<file path="config.mk">
export PLATFORM = sky130hd
export DESIGN_NAME = uart_tx_buffer_flat
export DESIGN_NICKNAME = d
export VERILOG_FILES = /design/src/rtl/uart_pkg.sv /design/src/rtl/uart_tx_buffer_if.sv /design/src/rtl/sync_fifo.sv /design/src/rtl/uart_tx_buffer.sv /design/src/flat_wrapper.sv
export SDC_FILE = /design/constraint.sdc
export NUM_CORES = 1
export LEC_CHECK = 0
export BUFFER_PORTS_ARGS = -buffer_cell sky130_fd_sc_hd__buf_2
export CAP_MARGIN = 20
export CORE_UTILIZATION = 25
export CTS_BUF_LIST = sky130_fd_sc_hd__clkbuf_8 sky130_fd_sc_hd__clkbuf_16
export DETAILED_ROUTE_END_ITERATION = 10
export PLACE_DENSITY = 0.39
export SETUP_SLACK_MARGIN = 0.2
export SYNTH_ARGS = -nofsm -noshare
export SYNTH_HDL_FRONTEND = slang
export SYNTH_HIERARCHICAL = 1
export SYNTH_SLANG_ARGS = --single-unit
</file>
<file path="constraint.sdc">
create_clock -name CLK -period 4.2 [get_ports CLK]
set_clock_uncertainty 0.1 [all_clocks]
set_input_delay 0 -clock CLK [delete_from_list [all_inputs] [get_ports CLK]]
set_output_delay 0 -clock CLK [all_outputs]
set_load 0.005 [all_outputs]
</file>
<file path="src/rtl/uart_pkg.sv">
// ---------------------------------------------------------------------------
// uart_pkg
// Shared UART definitions: frame data width, the transmit-buffer FSM state
// type and the width of the NEWD hold counter.
// No ports (package).
// ---------------------------------------------------------------------------
package uart_pkg;

    localparam int unsigned UART_DATA_BITS = 8;

    // Wide enough for NEWD_LEN up to 15.
    localparam int unsigned NEWD_CNT_W = 4;

    typedef logic [UART_DATA_BITS-1:0] uart_byte_t;
    typedef logic [NEWD_CNT_W-1:0]     newd_cnt_t;

    typedef enum logic [1:0] {
        TX_IDLE      = 2'd0,
        TX_LOAD      = 2'd1,
        TX_WAIT_DONE = 2'd2
    } tx_state_t;

endpackage

</file>
<file path="src/rtl/uart_tx_buffer_if.sv">
// ---------------------------------------------------------------------------
// uart_tx_buffer_if
// Bundles the byte-write side, the FIFO status flags and the transmitter
// handshake of uart_tx_buffer.
//   slave  : used by uart_tx_buffer (drives status, TDATA, NEWD, BUSY)
//   master : used by the producer / transmitter side
// Signals: WR_DATA, WR_EN, CLR_OVF, DONETX  (into the buffer)
//          FULL, EMPTY, COUNT, OVERFLOW, TDATA, NEWD, BUSY (out of the buffer)
// ---------------------------------------------------------------------------
interface uart_tx_buffer_if #(
    parameter int unsigned DEPTH = 16
);
    import uart_pkg::*;

    localparam int unsigned CW = $clog2(DEPTH) + 1;

    uart_byte_t    WR_DATA;
    logic          WR_EN;
    logic          CLR_OVF;
    logic          DONETX;
    logic          FULL;
    logic          EMPTY;
    logic [CW-1:0] COUNT;
    logic          OVERFLOW;
    uart_byte_t    TDATA;
    logic          NEWD;
    logic          BUSY;

    modport slave (
        input  WR_DATA, WR_EN, CLR_OVF, DONETX,
        output FULL, EMPTY, COUNT, OVERFLOW, TDATA, NEWD, BUSY
    );

    modport master (
        output WR_DATA, WR_EN, CLR_OVF, DONETX,
        input  FULL, EMPTY, COUNT, OVERFLOW, TDATA, NEWD, BUSY
    );

endinterface

</file>
<file path="src/rtl/sync_fifo.sv">
// ---------------------------------------------------------------------------
// sync_fifo
// Single-clock circular FIFO, power-of-two DEPTH, with sticky overflow flag.
// Ports:
//   clk, rst_n          clock, async active-low reset
//   wr_data, wr_en      push side
//   rd_en, rd_data      pop side (rd_data is the current head, show-ahead)
//   full, empty, count  status, derived from the registered count only
//   clr_ovf, overflow   sticky flag set by a dropped write
// ---------------------------------------------------------------------------
module sync_fifo #(
    parameter int unsigned DEPTH = 16,
    parameter int unsigned WIDTH = 8
) (
    input  logic                     clk,
    input  logic                     rst_n,
    input  logic [WIDTH-1:0]         wr_data,
    input  logic                     wr_en,
    input  logic                     rd_en,
    output logic [WIDTH-1:0]         rd_data,
    output logic                     full,
    output logic                     empty,
    output logic [$clog2(DEPTH):0]   count,
    input  logic                     clr_ovf,
    output logic                     overflow
);
    localparam int unsigned AW = $clog2(DEPTH);

    logic [WIDTH-1:0] mem [DEPTH];
    logic [AW-1:0]    wptr;
    logic [AW-1:0]    rptr;
    logic [AW:0]      cnt;
    logic             do_push;
    logic             do_pop;
    logic             drop;

    assign full    = (cnt == (AW+1)'(DEPTH));
    assign empty   = (cnt == '0);
    assign count   = cnt;
    assign rd_data = mem[rptr];

    // A pop in the same cycle frees a slot, so a write while full is
    // accepted when it coincides with a pop.
    assign do_pop  = rd_en && !empty;
    assign do_push = wr_en && (!full || do_pop);
    assign drop    = wr_en && !do_push;

    always_ff @(posedge clk) begin
        if (do_push) begin
            mem[wptr] <= wr_data;
        end
    end

    always_ff @(posedge clk or negedge rst_n) begin
        if (!rst_n) begin
            wptr     <= '0;
            rptr     <= '0;
            cnt      <= '0;
            overflow <= 1'b0;
        end else begin
            if (do_push) begin
                wptr <= wptr + 1'b1;
            end
            if (do_pop) begin
                rptr <= rptr + 1'b1;
            end
            case ({do_push, do_pop})
                2'b10:   cnt <= cnt + 1'b1;
                2'b01:   cnt <= cnt - 1'b1;
                default: cnt <= cnt;
            endcase
            // A dropped write wins over a simultaneous clear.
            if (drop) begin
                overflow <= 1'b1;
            end else if (clr_ovf) begin
                overflow <= 1'b0;
            end
        end
    end

endmodule

</file>
<file path="src/rtl/uart_tx_buffer.sv">
// ---------------------------------------------------------------------------
// uart_tx_buffer
// Byte FIFO in front of a UART transmitter. Pops one byte at a time, presents
// it on TDATA with a NEWD request lasting NEWD_LEN cycles, then waits for a
// rising edge of DONETX before taking the next byte.
// Ports:
//   CLK, RST_N  clock, async active-low reset
//   bus         uart_tx_buffer_if.slave (write side, status, UART handshake)
// ---------------------------------------------------------------------------
module uart_tx_buffer
    import uart_pkg::*;
#(
    parameter int unsigned DEPTH    = 16,
    parameter int unsigned NEWD_LEN = 2
) (
    input  logic              CLK,
    input  logic              RST_N,
    uart_tx_buffer_if.slave   bus
);
    localparam int unsigned CW = $clog2(DEPTH) + 1;

    tx_state_t     state;
    tx_state_t     state_d;
    newd_cnt_t     newd_cnt;
    newd_cnt_t     newd_cnt_d;
    uart_byte_t    tdata_q;
    uart_byte_t    head;
    logic          donetx_q;
    logic          pop;
    logic          fifo_full;
    logic          fifo_empty;
    logic [CW-1:0] fifo_count;
    logic          fifo_ovf;

    sync_fifo #(
        .DEPTH (DEPTH),
        .WIDTH (UART_DATA_BITS)
    ) u_fifo (
        .clk      (CLK),
        .rst_n    (RST_N),
        .wr_data  (bus.WR_DATA),
        .wr_en    (bus.WR_EN),
        .rd_en    (pop),
        .rd_data  (head),
        .full     (fifo_full),
        .empty    (fifo_empty),
        .count    (fifo_count),
        .clr_ovf  (bus.CLR_OVF),
        .overflow (fifo_ovf)
    );

    assign bus.FULL     = fifo_full;
    assign bus.EMPTY    = fifo_empty;
    assign bus.COUNT    = fifo_count;
    assign bus.OVERFLOW = fifo_ovf;
    assign bus.TDATA    = tdata_q;

    // State register plus the byte register and DONETX history it controls.
    always_ff @(posedge CLK or negedge RST_N) begin
        if (!RST_N) begin
            state    <= TX_IDLE;
            newd_cnt <= '0;
            tdata_q  <= '0;
            donetx_q <= 1'b0;
        end else begin
            state    <= state_d;
            newd_cnt <= newd_cnt_d;
            donetx_q <= bus.DONETX;
            if (pop) begin
                tdata_q <= head;
            end
        end
    end

    // Next state. donetx_q tracks DONETX in every state, so a level that is
    // already high when WAIT_DONE is entered never looks like an edge.
    always_comb begin
        state_d    = state;
        newd_cnt_d = newd_cnt;
        pop        = 1'b0;
        case (state)
            TX_IDLE: begin
                if (!fifo_empty) begin
                    pop        = 1'b1;
                    newd_cnt_d = '0;
                    state_d    = TX_LOAD;
                end
            end
            TX_LOAD: begin
                if (newd_cnt == NEWD_CNT_W'(NEWD_LEN - 1)) begin
                    state_d = TX_WAIT_DONE;
                end else begin
                    newd_cnt_d = newd_cnt + 1'b1;
                end
            end
            TX_WAIT_DONE: begin
                if (bus.DONETX && !donetx_q) begin
                    state_d = TX_IDLE;
                end
            end
            default: state_d = TX_IDLE;
        endcase
    end

    // Outputs decoded from the registered state only.
    always_comb begin
        bus.NEWD = 1'b0;
        bus.BUSY = 1'b0;
        case (state)
            TX_LOAD: begin
                bus.NEWD = 1'b1;
                bus.BUSY = 1'b1;
            end
            TX_WAIT_DONE: begin
                bus.BUSY = 1'b1;
            end
            default: ;
        endcase
    end

endmodule
</file>
<file path="src/flat_wrapper.sv">
// flat-port wrapper written by rule: the top's interface ports become plain ports
module uart_tx_buffer_flat import uart_pkg::*;
#(
    parameter int unsigned DEPTH    = 16,
    parameter int unsigned NEWD_LEN = 2
)
  (CLK, RST_N, bus_WR_DATA, bus_WR_EN, bus_CLR_OVF, bus_DONETX, bus_FULL, bus_EMPTY, bus_COUNT, bus_OVERFLOW, bus_TDATA, bus_NEWD, bus_BUSY);
  uart_tx_buffer_if #(.DEPTH(DEPTH)) bus_i ();
  input  logic CLK;
  input  logic RST_N;
  input wire logic [$bits(bus_i.WR_DATA)-1:0] bus_WR_DATA;
  input wire logic [$bits(bus_i.WR_EN)-1:0] bus_WR_EN;
  input wire logic [$bits(bus_i.CLR_OVF)-1:0] bus_CLR_OVF;
  input wire logic [$bits(bus_i.DONETX)-1:0] bus_DONETX;
  output wire logic [$bits(bus_i.FULL)-1:0] bus_FULL;
  output wire logic [$bits(bus_i.EMPTY)-1:0] bus_EMPTY;
  output wire logic [$bits(bus_i.COUNT)-1:0] bus_COUNT;
  output wire logic [$bits(bus_i.OVERFLOW)-1:0] bus_OVERFLOW;
  output wire logic [$bits(bus_i.TDATA)-1:0] bus_TDATA;
  output wire logic [$bits(bus_i.NEWD)-1:0] bus_NEWD;
  output wire logic [$bits(bus_i.BUSY)-1:0] bus_BUSY;
  assign bus_i.WR_DATA = bus_WR_DATA;
  assign bus_i.WR_EN = bus_WR_EN;
  assign bus_i.CLR_OVF = bus_CLR_OVF;
  assign bus_i.DONETX = bus_DONETX;
  assign bus_FULL = bus_i.FULL;
  assign bus_EMPTY = bus_i.EMPTY;
  assign bus_COUNT = bus_i.COUNT;
  assign bus_OVERFLOW = bus_i.OVERFLOW;
  assign bus_TDATA = bus_i.TDATA;
  assign bus_NEWD = bus_i.NEWD;
  assign bus_BUSY = bus_i.BUSY;
  uart_tx_buffer #(.DEPTH(DEPTH), .NEWD_LEN(NEWD_LEN)) u_core (.CLK(CLK), .RST_N(RST_N), .bus(bus_i));
endmodule
</file>
======== Word-level counts from Yosys, hierarchy flattened ========
Memory sizes are Yosys's and may differ from the RTL's. A register that Yosys moved wholly into a read port is not among the register bits.
Index checks and enable logic that the tools add are counted.
word-level totals
  register bits ........................... 21
  RAM bits ................................ 128
  input port bits ......................... 13
  logic and storage cells ................. 57
  memories ................................ 1
cells by class
  add/subtract/negate cells ............... 5
  equality and inequality tests ........... 10
  multiplexer cells ....................... 16
  reduce and logical (&&, ||, !) cells .... 18
memory list
  name               words  bits a word  rd ports  clocked after memory_dff  wr ports  line             source
  u_core.u_fifo.mem  16     8            1         1                         1         sync_fifo.sv:29  logic [WIDTH-1:0] mem [DEPTH];
operator list
  kind                 number
  $add 4x1->4 const B  3
  $pmux 5 s2           1
  $mux 1               8
  $mux 4               2
  $pmux 4 s2           1
  $mux 2               3
  $pmux 2 s3           1
  $reduce_and 3->1     2
  $reduce_bool 2->1    3
  $add 5x1->5 const B  1
  $eq 5x5->1 const B   1
  $logic_not 1->1      5
  $logic_not 5->1      1
  $sub 5x1->5 const B  1
  $eq 2x1->1 const B   2
  $eq 2x2->1 const B   2
  $eq 4x1->1 const B   1
  $logic_and 1x1->1    4
  $ne 2x1->1 const B   2
  $ne 2x2->1 const B   2
  $logic_not 2->1      1
  $reduce_or 2->1      1
  $logic_or 1x1->1     1

======== Longest topological paths before layout ========
Gate-level depths: netlist of run 1.
  word-level depth ........................ 9
  gate-level depth with buffers ........... 13
  depth with buffers taken out ............ 11

======== Cells and area by module ========
The synthesis of run 1 kept the hierarchy.
by module, submodules not included
  module          instances  cells each  area an instance (µm²)  seq. area each (µm²)
  sync_fifo       1          309         5771.8                  4194.0
  uart_tx_buffer  1          64          759.5                   375.4

======== Least setup slack after synthesis of run 1 ========
OpenSTA, ideal clock, no wires.
  path kind ............................... flip-flop to flip-flop
  from .................................... register u_core.u_fifo.cnt[1] (netlist: u_core/u_fifo/count[1])
  to ...................................... register u_core.u_fifo.cnt[4] (netlist: u_core/u_fifo/count[4])
  arrival time ............................ 3.016 ns
  path slack .............................. 0.997 ns
  cell stages (with the launch flop) ...... 14
  buffers on the path ..................... 2
  clock period less this slack ............ 3.203 ns
  cells stage by stage .................... dfrtp_1 > or4_4 > nor2_1 > nor2b_1 > buf_2 > clkbuf_1 > nand2_1 > or2_2 > inv_1 > ha_1 > nand2b_1 > a2111o_1 > o31a_1 > o211ai_1
between the ends
  word-level cells in the longest chain between the ends .. 8
  elaborated cells on any way between the ends .. 15
  classes of those cells .................. 2 x add/sub; 3 x eq/ne; 3 x mux; 7 x reduce/logical
RTL lines
  element                                                 line                  source
  from (decl)                                             sync_fifo.sv:32       logic [AW:0] cnt;
  from (signal assigned)                                  sync_fifo.sv:68       2'b10: cnt <= cnt + 1'b1;
  from (signal assigned)                                  sync_fifo.sv:69       2'b01: cnt <= cnt - 1'b1;
  from (signal assigned)                                  sync_fifo.sv:70       default: cnt <= cnt;
  $logic_not 5->1 (*)                                     sync_fifo.sv:38       assign empty = (cnt == '0);
  named net bus_EMPTY                                     flat_wrapper.sv:16    output wire logic [$bits(bus_i.EMPTY)-1:0] bus_EMPTY;
  $mux 1 (*)                                              uart_tx_buffer.sv:83  if (!fifo_empty) begin
  $mux 1 (*)                                              uart_tx_buffer.sv:81  case (state)
  named net u_core.pop                                    uart_tx_buffer.sv:29  logic pop;
  $logic_and 1x1->1 (*)                                   sync_fifo.sv:44       assign do_pop = rd_en && !empty;
  $logic_or 1x1->1                                        sync_fifo.sv:45       assign do_push = wr_en && (!full || do_pop);
  $logic_and 1x1->1                                       sync_fifo.sv:45
  $eq 2x1->1 / $eq 2x2->1 (equally long branches)         sync_fifo.sv:67       case ({do_push, do_pop})
  $pmux 5 s2 / $reduce_bool 2->1 (equally long branches)  -
The timed path passes the listed nets; every way through them passes the cells marked *.
A chain may end at the register's enable or synchronous reset.

======== Worst setup path after layout of run 1 ========
  from .................................... register u_core.u_fifo.cnt[1] (netlist: u_core/u_fifo/count[1])
  to ...................................... register u_core.u_fifo.cnt[4] (netlist: u_core/u_fifo/count[4])
between the ends
  word-level cells in the longest chain between the ends .. 8
  elaborated cells on any way between the ends .. 15
  classes of those cells .................. 2 x add/sub; 3 x eq/ne; 3 x mux; 7 x reduce/logical
RTL lines
  element                                                 line
  $logic_not 5->1                                         sync_fifo.sv:38
  $mux 1                                                  uart_tx_buffer.sv:83
  $mux 1                                                  uart_tx_buffer.sv:81
  $logic_and 1x1->1                                       sync_fifo.sv:44
  $logic_or 1x1->1                                        sync_fifo.sv:45
  $logic_and 1x1->1                                       sync_fifo.sv:45
  $eq 2x1->1 / $eq 2x2->1 (equally long branches)         sync_fifo.sv:67
  $pmux 5 s2 / $reduce_bool 2->1 (equally long branches)  -
Parallel ways exist; a longest one is shown, timed or not.

==> impl_metrics.env, run 1 <==
export IMPL_outcome="complete, no violations"
export IMPL_powerDensity_mw_per_mm2=702
export IMPL_cp_start_kind="flop"
export IMPL_yosysSeqAreaShare=0.700
export IMPL_async_flop_share=0.185
export IMPL_met2_usage=0.214
export IMPL_wl_per_cell_um=19.6
export IMPL_switchingPower_mw=1.81
export IMPL_port_buffers=30
export IMPL_cts_tree="yes"
export IMPL_use_met1=0.147
export IMPL_ys_ff_latch=157
export IMPL_synth_top_area_cell="edfxtp_1"
export IMPL_critPathKind="reg -> reg"
export IMPL_stdcell_count=768
export IMPL_viasPerCell=4.51
export IMPL_cp_data_required_time_ps=4450
export IMPL_ir_drop_mv=0.231
export IMPL_hold_path_class="in -> async"
export IMPL_grt_max_degree=30
export IMPL_grt_pass1_vias=3747
export IMPL_htree_levels=4
export IMPL_syn_nets=401
export IMPL_path_max_fanout=7
export IMPL_clockBufferDepth=2
export IMPL_drt_iter0_drc=175
export IMPL_synth_ff_type="edfxtp_1"
export IMPL_antenna_found_initial=0
export IMPL_die_area_mm2=0.0268
export IMPL_syn_inst=373
export IMPL_use_met3=0.0251
export IMPL_gr_usage_all_layers=0.123
export IMPL_synth_cell_types=48
export IMPL_final_nets=453
export IMPL_synth_area_leaders="edfxtp_1 59%, dfrtp_1 11%, mux4_2 11%"
export IMPL_area_growth_pct=19.8
export IMPL_syn_area_mm2=0.00653
export IMPL_clk_latency_ps=430
export IMPL_synth_edf_count=128
export IMPL_start_util=0.257
export IMPL_slew_viol_final=0
export IMPL_synth_most_common_cell="edfxtp_1"
export IMPL_setup_violations=0
export IMPL_die_h_um=164
export IMPL_drc=0
export IMPL_clock_sinks=157
export IMPL_cap_violations=0
export IMPL_period_minus_slack_ps=3240
export IMPL_hold_viol_final=0
export IMPL_coreArea_mm2=0.0254
export IMPL_dp_hpwl_mm=9.89
export IMPL_crit_arrival_ps=3490
export IMPL_slew_headroom=0.310
export IMPL_max_freq_ghz=0.309
export IMPL_pwr_share_comb=0.311
export IMPL_power_frac_seq=0.404
export IMPL_dp_cells=722
export IMPL_grt_pass1_wl_mm=23.3
export IMPL_gp_congestion=0.739
export IMPL_cpPeakStageDelay_ps=450
export IMPL_rsz0062_at_grt="no"
export IMPL_die_x_um=164
export IMPL_diodes=0
export IMPL_p_leak_nw=2.73
export IMPL_path_cells="or4_4 > nor2_1 > buf_4 > nor2b_1 > nand2_1 > or2_2 > fa_1 > nand2b_1 > a2111o_1 > o31a_1 > o211ai_1"
export IMPL_dr_pass1_iters=4
export IMPL_cts_buffers=17
export IMPL_clkPwrFrac=0.285
export IMPL_fin_crit_sh=0.772
export IMPL_swShare=0.329
export IMPL_path_buf_inv=1
export IMPL_top_usage_layer="met2"
export IMPL_rows=58
export IMPL_routed_wl_mm=15.0
export IMPL_path_delay_family="simple AND/OR/NAND/NOR gates"
export IMPL_yosysTopAreaCellShare=0.589
export IMPL_syn_avg_cell_area_um2=17.5
export IMPL_final_antenna_net_count=0
export IMPL_synth_common_cells="128 x edfxtp_1, 32 x mux4_2, 29 x dfrtp_1, 20 x nor2_1, 16 x a22oi_1"
export IMPL_grt_overflow=0
export IMPL_ioPinCount=31
export IMPL_post_route_cells_drive_above_1_share=0.281
export IMPL_worstMarginPinSlew_ps=1030
export IMPL_vias=3463
export IMPL_ys_warn_count=6
export IMPL_p_int_mw=3.69
export IMPL_tns_ps=0
export IMPL_cts_root_buf="clkbuf_16"
export IMPL_endpoint_kind="flop"
export IMPL_cp_slowest_cell="dfrtp_1"
export IMPL_clk_pin_slew_ps=70
-- final timing paths --
kind                            cells after the start                                  to                               start  slack (ps)
worst max register to register                     11  u_core/u_fifo/count[4]$_DFFE_PN0P_  u_core/u_fifo/count[1]$_DFFE_PN0P_         960
worst max-delay path                               11  u_core/u_fifo/count[4]$_DFFE_PN0P_  u_core/u_fifo/count[1]$_DFFE_PN0P_         960
min in group CLK                                    2           u_core/donetx_q$_DFF_PN0_                          bus_DONETX         130
worst min-delay path                                2      u_core/newd_cnt[2]$_DFFE_PN0P_                               RST_N          60
worst min register to register                      1     u_core/bus.TDATA[4]$_DFFE_PN0P_     u_core/bus.TDATA[4]$_DFFE_PN0P_         410
max in group asynchronous                           2   u_core/u_fifo/rptr[0]$_DFFE_PN0P_                               RST_N        3450
-- metal layers --
metal  part of all wire  wire length, um  vias up
li1                   -                -     1569
met1               0.44             6550     1809
met2               0.52             7750       63
met3              0.027              401       22
met4              0.022              334        0
met5                  0                0        -
-- through the flow --
step	power, mW	util	setup WS, ps	hold WS [ps]	cell area, um^2
2_1_floorplan	3.38	-	997	-396	6530
3_3_place_gp	4.00	0.279	1080	-1.99	7090
3_5_place_dp	4.01	0.279	1000	-5.99	7090
4_1_cts	5.61	0.308	967	72.4	7820
5_1_grt	5.83	0.308	722	136	7820
6_report	5.49	0.308	959	56.9	7820
-- logic make-up (layout without fill, tap and decap cells) --
| kind of cell | after synthesis | in the layout | synth area share |
|---|---|---|---|
| buffers and inverters | 32 | 97 | 0.0197 |
| AND/OR/NAND/NOR | 73 | 73 | 0.0571 |
| AO/OA/AOI/OAI | 43 | 43 | 0.0500 |
| multiplexers | 44 | 44 | 0.132 |
| XOR/XNOR | 9 | 9 | 0.0121 |
| flip-flops | 157 | 157 | 0.700 |
| adder cells (fa/ha/maj) | 15 | 15 | 0.0299 |
-- timing repair --
item | 4_1_cts | 5_1_grt
endpoints found under the hold margin | 166 | 0
buffers inserted | 0 | 0
gates resized for setup | 0 | 0
hold buffers | 13 | 0
-- layout by cell type (no fill, tap or decap), types with 6 or more instances in the layout --
cell,instances
dlygate4sd3_1,13
dfrtp_1,28
buf_2,30
edfxtp_1,128
inv_6,6
xnor2_1,7
nand2_1,14
buf_4,7
ha_1,14
inv_1,13
clkbuf_16,17
mux2_2,10
mux4_2,32
nand3_1,10
nor2_1,20
a22oi_1,16
-- sequential cells by signal (all words and copies together), names as in the netlist --
name,flops
u_core/bus.TDATA,8
u_core/donetx_q,1
u_core/newd_cnt,4
u_core/state,2
u_core/u_fifo/count,5
u_core/u_fifo/mem,128
u_core/u_fifo/overflow,1
u_core/u_fifo/rptr,4
u_core/u_fifo/wptr,4
-- cell type report --
class	count	area [um^2]
fillers	2501	17600
flip-flops and latches	157	4570
multi-input cells	184	1830
clock buffers	17	425
well taps	330	413
repair buffers	52	360
clock inverters	15	173
inverters	13	48.8
-- power groups by stage --
stage	sequential (mW)	combinational (mW)	clock, mW
2_1_floorplan	2.09	1.29	0
3_3_place_gp	2.27	1.73	0
3_5_place_dp	2.27	1.73	0
4_1_cts	2.24	1.75	1.61
5_1_grt	2.28	1.89	1.67
6_report	2.22	1.71	1.57
Note: power is estimated with default switching activity, not from simulation.
==> run 2, diff against run 1 <==
==> constraint.sdc (replaced) <==
create_clock -name CLK -period 3.2 [get_ports CLK]
set_clock_uncertainty 0.1 [all_clocks]
set_input_delay 0 -clock CLK [delete_from_list [all_inputs] [get_ports CLK]]
set_output_delay 0 -clock CLK [all_outputs]
set_load 0.005 [all_outputs]
==> impl_metrics.env, run 2 (same netlist as run 1, synthesis figures left out) <==
export IMPL_period_minus_slack_ps=2820
export IMPL_worstMarginPinSlew_ps=892
export IMPL_cp_data_required_time_ps=3430
export IMPL_die_area_mm2=0.0268
export IMPL_stdcell_count=774
export IMPL_r2r_slack_ps=380
export IMPL_whs_ps=64.8
export IMPL_worstReg2RegEnd="u_core/u_fifo/count[4]$_DFFE_PN0P_"
export IMPL_largest_reg_flops=128
export IMPL_hold_path_class="in -> async"
export IMPL_drc=0
export IMPL_grt_overflow=0
export IMPL_reg2reg_from="u_core/u_fifo/count[2]$_DFFE_PN0P_"
export IMPL_area_growth_pct=20.0
export IMPL_final_nets=459
export IMPL_use_met1=0.161
export IMPL_path_max_fanout=5
export IMPL_cpPeakStageDelay_ps=600
export IMPL_htree_levels=4
export IMPL_use_met3=0.0295
export IMPL_setup_violations=0
export IMPL_clk_latency_ps=420
export IMPL_power_mw=7.13
export IMPL_drt_iter0_drc=258
export IMPL_post_route_cells_drive_above_1_share=0.293
export IMPL_die_x_um=164
export IMPL_gr_usage_all_layers=0.120
export IMPL_fin_crit_sh=0.880
export IMPL_cts_root_buf="clkbuf_16"
export IMPL_met2_usage=0.189
export IMPL_endpoint_kind="flop"
export IMPL_viasPerCell=4.46
export IMPL_ioPinCount=31
export IMPL_start_util=0.257
export IMPL_cp_slowest_cell="or4_4"
export IMPL_seq_area_mm2=0.00457
export IMPL_final_antenna_net_count=0
export IMPL_antenna_found_initial=0
export IMPL_gp_congestion=0.755
export IMPL_path_cells="or4_4 > nor2_4 > nor2b_2 > nand2_2 > or2_2 > inv_1 > ha_1 > nand2b_1 > a2111o_1 > o31a_1 > o211ai_1"
export IMPL_final_util=0.309
export IMPL_post_cts_buffers=0
export IMPL_wl_per_cell_um=19.4
export IMPL_port_buffers=30
export IMPL_fillers=2512
export IMPL_slew_headroom=0.403
export IMPL_crit_arrival_ps=3050
export IMPL_die_h_um=164
export IMPL_ir_drop_mv=0.337
export IMPL_grt_pass1_wl_mm=22.8
export IMPL_diodes=0
export IMPL_cap_violations=0
export IMPL_multiInputGateArea_mm2=0.00185
export IMPL_critPathKind="reg -> reg"
export IMPL_grt_pass1_vias=3564
export IMPL_tns_ps=0
export IMPL_dp_cells=727
export IMPL_coreArea_mm2=0.0254
export IMPL_cp_start_kind="flop"
export IMPL_outcome="complete, no violations"
export IMPL_clk_pin_slew_ps=70
export IMPL_final_common_cell="edfxtp_1"
export IMPL_grt_max_degree=36
export IMPL_rsz0062_at_grt="no"
export IMPL_rows=58
export IMPL_clockBufferDepth=2
export IMPL_hold_viol_final=0
export IMPL_powerDensity_mw_per_mm2=910
export IMPL_vias=3450
export IMPL_cts_tree="yes"
export IMPL_most_common_layout_cells="128 x edfxtp_1, 32 x mux4_2, 31 x buf_2"
export IMPL_top_usage_layer="met2"
export IMPL_rr_worst_depth=11
export IMPL_max_freq_ghz=0.355
export IMPL_dp_hpwl_mm=9.82
export IMPL_p_leak_nw=2.72
export IMPL_cts_buffers=17
export IMPL_clock_sinks=157
export IMPL_slew_viol_final=0
export IMPL_top_register="u_core/u_fifo/mem"
export IMPL_dr_pass1_iters=4
export IMPL_routed_wl_mm=15.0
## run 2: cell count changes in the layout (fill, tap and decap cells not counted), moves of 2 or more
cell / before / now
bufinv_16: 2 / 0
buf_4: 7 / 11
nor2_1: 20 / 18
clkinv_1: 0 / 2
clkinvlp_4: 1 / 4
inv_6: 6 / 2
## run 2: layer usage
| layer | share of wire | wire length, um | vias to the layer above |
|---|---|---|---|
| met5 | 0 | 0 | - |
| met2 | 0.49 | 7360 | 58 |
| met3 | 0.030 | 453 | 10 |
| met1 | 0.47 | 6990 | 1806 |
| met4 | 0.014 | 204 | 0 |
| li1 | - | - | 1576 |
## run 2: what timing repair did
action                                 in CTS  in global routing
setup endpoints to repair                   0                  9
endpoints found under the hold margin     165                  0
hold buffers                               13                  0
gates resized for setup                     0                  2
## run 2: where the power goes
| group | switching, mW | total (mW) | internal, mW | leakage, nW |
|---|---|---|---|---|
| logic | 1.28 | 2.45 | 1.17 | 0.952 |
| clock network | 0.862 | 1.87 | 1.00 | 0.258 |
| registers | 0.260 | 2.82 | 2.56 | 1.51 |
## run 2: critical path: cells and delay by family, from the launching register on
family | cells | cell delay (ps)
adders and majority gates | 1 | 310
buffers and inverters | 1 | 70
and+or+nand+nor | 6 | 1140
AOI/OAI and AO/OA | 3 | 670
DFF | 1 | 430
## run 2: stage by stage
stage,setup WS (ps),instance area (um^2)
final,383,7840
after global placement,333,7140
after detailed placement,253,7150
after CTS,236,7820
after floorplan,204,6540
after global routing,245,7840
## run 2: layout make-up
class | count | share of cell area
flip-flops and latches | 157 | 0.583
multi-input cells | 184 | 0.236
clock buffers | 17 | 0.0543
repair buffers | 58 | 0.0530
well taps | 330 | 0.0527
clock inverters | 15 | 0.0147
inverters | 13 | 0.00623
## run 2: worst max path at each step
stage,start,end,slack (ps)
after CTS,u_core/state[1]$_DFFE_PN0P_,u_core/u_fifo/mem[2][6]$_DFFE_PP_,240
after global routing,u_core/state[1]$_DFFE_PN0P_,u_core/u_fifo/count[4]$_DFFE_PN0P_,240
after global placement,u_core/state[1]$_DFFE_PN0P_,u_core/u_fifo/mem[0][4]$_DFFE_PP_,330
after floorplan,u_core/u_fifo/count[2]$_DFFE_PN0P_,u_core/u_fifo/count[4]$_DFFE_PN0P_,200
final,u_core/u_fifo/count[2]$_DFFE_PN0P_,u_core/u_fifo/count[4]$_DFFE_PN0P_,380
after detailed placement,u_core/state[1]$_DFFE_PN0P_,u_core/u_fifo/mem[2][5]$_DFFE_PP_,250
